**src/rtl/sensor_view_scheduler.sv**
```systemverilog
// Picks which sensor reading (distance, encoder or their difference) is shown,
// with manual stepping, timed auto-rotation, display freeze and stale-sample flagging.
module sensor_view_scheduler #(
    parameter int W            = 16,
    parameter int DWELL_CYCLES = 54000000,
    parameter int STALE_CYCLES = 13500000
) (
    input  logic         clk,
    input  logic         rst_n,
    input  logic         next_pulse,
    input  logic         auto_pulse,
    input  logic         hold_pulse,
    input  logic [W-1:0] dist_value,
    input  logic         dist_valid,
    input  logic [W-1:0] enc_value,
    input  logic         enc_valid,
    output logic [1:0]   sel,
    output logic [W-1:0] display_value,
    output logic         display_update,
    output logic         auto_on,
    output logic         hold_on,
    output logic         stale,
    output logic [7:0]   dots
);

    typedef enum logic {
        MANUAL = 1'b0,
        AUTO   = 1'b1
    } ctrl_state_t;

    localparam int DWELL_W = (DWELL_CYCLES > 1) ? $clog2(DWELL_CYCLES) : 1;
    localparam int AGE_W   = (STALE_CYCLES > 0) ? $clog2(STALE_CYCLES + 1) : 1;

    localparam logic [DWELL_W-1:0] DWELL_LAST = DWELL_W'(DWELL_CYCLES - 1);
    localparam logic [AGE_W-1:0]   AGE_MAX    = AGE_W'(STALE_CYCLES);

    localparam logic [1:0] SEL_DIST = 2'd0;
    localparam logic [1:0] SEL_ENC  = 2'd1;
    localparam logic [1:0] SEL_DIFF = 2'd2;

    ctrl_state_t        state, state_nxt;
    logic [DWELL_W-1:0] dwell, dwell_nxt;
    logic [AGE_W-1:0]   age, age_nxt;
    logic [1:0]         sel_nxt;
    logic               hold_nxt;
    logic [W-1:0]       dist_q, enc_q;
    logic [W-1:0]       dist_nxt, enc_nxt;
    logic [W-1:0]       src_nxt;
    logic               dwell_tc;
    logic               advance;
    logic               cur_valid;
    logic               src_valid_nxt;
    logic               hold_release;
    logic               load;

    // Control FSM: mode, dwell counter and source selection.
    always_comb begin
        state_nxt = state;
        dwell_nxt = dwell;
        sel_nxt   = sel;
        dwell_tc  = (state == AUTO) && (dwell == DWELL_LAST);
        advance   = next_pulse || dwell_tc;

        if (auto_pulse) begin
            state_nxt = (state == AUTO) ? MANUAL : AUTO;
        end

        // A key press or mode toggle restarts the dwell; only AUTO lets it run.
        if (auto_pulse || next_pulse || dwell_tc || (state == MANUAL)) begin
            dwell_nxt = '0;
        end else begin
            dwell_nxt = dwell + DWELL_W'(1);
        end

        if (advance) begin
            sel_nxt = (sel == SEL_DIFF || sel == 2'd3) ? SEL_DIST : sel + 2'd1;
        end
    end

    // Sample capture and the value the display would show after this edge.
    always_comb begin
        dist_nxt = dist_valid ? dist_value : dist_q;
        enc_nxt  = enc_valid ? enc_value : enc_q;
        src_nxt  = '0;
        case (sel_nxt)
            SEL_DIST: src_nxt = dist_nxt;
            SEL_ENC:  src_nxt = enc_nxt;
            SEL_DIFF: src_nxt = dist_nxt - enc_nxt;
            default:  src_nxt = '0;
        endcase
    end

    // Display load decision; a freeze suppresses everything except the release itself.
    always_comb begin
        hold_nxt      = hold_on ^ hold_pulse;
        hold_release  = hold_on && hold_pulse;
        src_valid_nxt = 1'b0;
        case (sel_nxt)
            SEL_DIST: src_valid_nxt = dist_valid;
            SEL_ENC:  src_valid_nxt = enc_valid;
            SEL_DIFF: src_valid_nxt = dist_valid || enc_valid;
            default:  src_valid_nxt = 1'b0;
        endcase
        load = !hold_nxt && (advance || hold_release || src_valid_nxt);
    end

    // Age of the currently selected source, saturating at the stale threshold.
    always_comb begin
        cur_valid = 1'b0;
        case (sel)
            SEL_DIST: cur_valid = dist_valid;
            SEL_ENC:  cur_valid = enc_valid;
            SEL_DIFF: cur_valid = dist_valid || enc_valid;
            default:  cur_valid = 1'b0;
        endcase
        age_nxt = age;
        if (advance || cur_valid) begin
            age_nxt = '0;
        end else if (age != AGE_MAX) begin
            age_nxt = age + AGE_W'(1);
        end
    end

    always_ff @(posedge clk or negedge rst_n) begin
        if (!rst_n) begin
            state          <= MANUAL;
            dwell          <= '0;
            sel            <= SEL_DIST;
            hold_on        <= 1'b0;
            dist_q         <= '0;
            enc_q          <= '0;
            age            <= '0;
            display_value  <= '0;
            display_update <= 1'b0;
        end else begin
            state          <= state_nxt;
            dwell          <= dwell_nxt;
            sel            <= sel_nxt;
            hold_on        <= hold_nxt;
            dist_q         <= dist_nxt;
            enc_q          <= enc_nxt;
            age            <= age_nxt;
            display_update <= load;
            if (load) begin
                display_value <= src_nxt;
            end
        end
    end

    // Status is decoded from registers so reset reaches the outputs without a clock.
    always_comb begin
        auto_on = (state == AUTO);
        stale   = (age == AGE_MAX);
        dots    = {auto_on, hold_on, stale, 2'b00,
                   sel == SEL_DIFF, sel == SEL_ENC, sel == SEL_DIST};
    end

endmodule

```
**config.mk**
```make
export PLATFORM = sky130hd
export DESIGN_NAME = sensor_view_scheduler
export DESIGN_NICKNAME = d
export VERILOG_FILES = /design/src/rtl/sensor_view_scheduler.sv
export SDC_FILE = /design/constraint.sdc
export NUM_CORES = 1
export LEC_CHECK = 0
export ABC_AREA = 1
export ABC_CLOCK_PERIOD_IN_PS = 2900
export BUFFER_PORTS_ARGS = -buffer_cell sky130_fd_sc_hd__buf_4
export CAP_MARGIN = 20
export CORE_AREA = 2 2 121 123
export DETAILED_ROUTE_END_ITERATION = 6
export DIE_AREA = 0 0 123 125
export GPL_ROUTABILITY_DRIVEN = 0
export RECOVER_POWER = 100
export SKIP_LAST_GASP = 1
export SYNTH_ARGS = -nofsm -noshare
export SYNTH_HDL_FRONTEND = slang
export SYNTH_SLANG_ARGS = --single-unit
```
**constraint.sdc**
```tcl
create_clock -name clk -period 2.9 [get_ports clk]
set_input_delay 0.725 -clock clk [delete_from_list [all_inputs] [get_ports clk]]
set_output_delay 0.725 -clock clk [all_outputs]
set_load 0.03 [all_outputs]
```
==> results.sh <==
export IMPL_dp_cells=1101
export IMPL_cts_path_max_buffers=2
export IMPL_endpoint_kind="flip-flop"
export IMPL_final_nets=987
export IMPL_worstPathCellList="clkbuf_4, inv_1, buf_4, or2_2, o21ai_0, ha_1, nand2_1, inv_1, nand2_1, nand2_1, a21oi_1, nand3_1, nand2_1, inv_1, nand2_1, nand3_1, nand3_1, nand2_1"
export IMPL_setup_violations=0
export IMPL_synth_distinct_cells=37
export IMPL_synthCells=840
export IMPL_postCtsResizedCells=0
export IMPL_overflow=0
export IMPL_cts_root_buf="clkbuf_16"
export IMPL_crit_start="enc_valid"
export IMPL_ys_flop_type="dfrtp_1"
export IMPL_finalMaxSlewViolations=0
export IMPL_grt_pass1_wl_um=26400
export IMPL_holdWs_ns=0.481
export IMPL_syn_area_per_cell_um2=7.38
export IMPL_dieHeight_um=125
export IMPL_core_um2=14200
export IMPL_n_antenna_cell=0
export IMPL_period_minus_slack_ns=2.64
export IMPL_dpl_cell_area_um2=7060
export IMPL_grtUsageTotal=0.218
export IMPL_htreeDepth=3
export IMPL_async_flop_share=1.00
export IMPL_viasPerCell=4.85
export IMPL_maxCapViolCount=0
export IMPL_p_per_area_nw_per_um2=677
export IMPL_cts_num_sinks=103
export IMPL_rsz0062_at_grt="no"
export IMPL_final_cell_mix="nand2_1 (223), dfrtp_1 (103), inv_1 (102)"
export IMPL_cts_hold_fix_buffers=0
export IMPL_port_buffers=66
export IMPL_start_util=0.437
export IMPL_grt_antenna_before_repair=0
export IMPL_post_place_ws_ns=-0.0691
export IMPL_vias=5418
export IMPL_arrival_ns=2.89
export IMPL_dr_wl_met3_um=540
export IMPL_final_area_um2=7220
export IMPL_fin_skew_ns=0.00741
export IMPL_hp_class="flip-flop to flip-flop"
export IMPL_die_x_um=123
export IMPL_fin_ws_ns=0.257
export IMPL_period_share=0.911
export IMPL_met2WireLength_um=7610
export IMPL_wl_per_cell_um=14.0
export IMPL_slowest_stage="ha_1"
export IMPL_met1_length_um=7070
export IMPL_tns_ns=0
export IMPL_slowest_delay_ns=0.36
export IMPL_crit_type="primary input to flip-flop"
export IMPL_synth_edf_count=0
export IMPL_cts_tree="built"
export IMPL_crit_top_cell="nand2_1"
export IMPL_synth_warnings=0
export IMPL_hpwlAfterDp_um=11900
export IMPL_tightest_slew_ns=1.03
export IMPL_routed_wl_um=15600
export IMPL_syn2layout_area_growth_pct=16.5
export IMPL_critical_path_top_delay_family="simple AND/OR/NAND/NOR gates"
export IMPL_fin_cells=1117
export IMPL_final_core_util=0.509
export IMPL_pin_count=69
export IMPL_clk_pin_slew_ns=0.07
export IMPL_worstReg2RegStart="dwell[0]"
export IMPL_synth_seq_cells=103
export IMPL_cts_setup_buffers=0
export IMPL_top_layer="met4"
export IMPL_syn_area_um2=6200
export IMPL_clock_latency_ns=0.36
export IMPL_worstHoldStart="display_value[1]"
export IMPL_postRouteAntennaNets=0
export IMPL_finalHoldViolCount=0
export IMPL_worstPathRequired_ns=3.15
export IMPL_grt_start_max_net_pins=64
export IMPL_p_leak_nw=3.57
export IMPL_layout_commonest_cell="nand2_1"
export IMPL_status="complete, no violations"
export IMPL_total_power_mw=4.89
export IMPL_yosysSeqAreaShare=0.416
export IMPL_grt_pass1_vias=5371
export IMPL_rows=44
export IMPL_nFillCells=1439
export IMPL_drive_gt1_frac=0.124
export IMPL_ir_drop_mv=0.460
export IMPL_critical_path_max_fanout=8
export IMPL_max_freq_mhz=378
export IMPL_die_area_um2=15400
export IMPL_remaining_drc_errors=0
export IMPL_cts_made_buffers=9
export IMPL_slew_headroom=0.311
export IMPL_firstDrtPassIters=4
export IMPL_startpoint_type="primary input"
export IMPL_drt_iter0_markers=369
export IMPL_worst_path_buf_inv=5
-- synthesized netlist by cell type (4+ instances only) --
cell type  number  share of area
buf_2           7         0.0056
a21oi_1        37          0.030
nor2_1         82          0.050
dfrtp_1       103           0.42
clkbuf_1        7         0.0042
nand2_2        12          0.012
nand4_1        15          0.015
or2_2          16          0.016
xor2_1         19          0.027
buf_4           7         0.0085
nor4_1          4         0.0040
ha_1           19          0.038
inv_1         101          0.061
nand3_1        94          0.076
nand2_1       217           0.13
nor3_1         27          0.022
xnor2_1         7         0.0099
nand2_4         6          0.011
o21ai_0        31          0.025
-- tightest hold or removal path: cells and delay by family, from the launching register on --
family	cells	cell delay, ns
flip-flops	1	0.34
AND/OR/NAND/NOR	2	0.11
-- cell type report --
type | count | area (µm²) | area share
flip-flops and latches | 103 | 2580 | 0.357
repair buffers | 101 | 647 | 0.0896
clock inverters | 4 | 77.6 | 0.0107
clock buffers | 12 | 256 | 0.0355
well taps | 184 | 230 | 0.0319
inverters | 105 | 394 | 0.0546
multi-input cells | 608 | 3040 | 0.421
-- power by group --
part / switching (mW) / total, mW / internal (mW)
combinational: 1.27 / 1.80 / 0.536
sequential: 0.112 / 1.72 / 1.61
clock: 0.555 / 1.36 / 0.808
-- per-layer routing --
metal,vias up,track usage
met3,24,0.0420
li1,2859,-
met4,0,0.0722
met5,-,0
met2,104,0.365
met1,2431,0.281
-- state kept, by name, summed over array words and instances (netlist names) --
| name | flops |
|---|---|
| age | 24 |
| display_update | 1 |
| sel | 2 |
| enc_q | 16 |
| auto_on | 1 |
| dwell | 26 |
| display_value | 16 |
| hold_on | 1 |
| dist_q | 16 |
-- worst paths after layout --
| check | to | slack (ns) | depth (start not counted) |
|---|---|---|---|
| worst min-delay path | display_value[1] | 0.48 | 2 |
| worst max-delay path | display_value[13] | 0.26 | 18 |
| min in group asynchronous | dwell[5] | 0.54 | 1 |
| max in group asynchronous | enc_q[9] | 0.84 | 2 |
| worst max register to register | age[14] | 0.37 | 11 |
| worst min register to register | display_value[1] | 0.48 | 2 |
-- logic make-up (layout without fill, tap and decap cells) --
kind of cell | Yosys count | in the layout | synth area share
AOI/OAI and AO/OA | 77 | 77 | 0.0646
xor gates and xnor gates | 26 | 26 | 0.0367
adders and majority gates | 20 | 20 | 0.0416
buffers and inverters | 130 | 222 | 0.0894
DFF | 103 | 103 | 0.416
other | 1 | 2 | 0.000605
and+or+nand+nor | 483 | 483 | 0.352
Power figures use the tool's default switching activity.
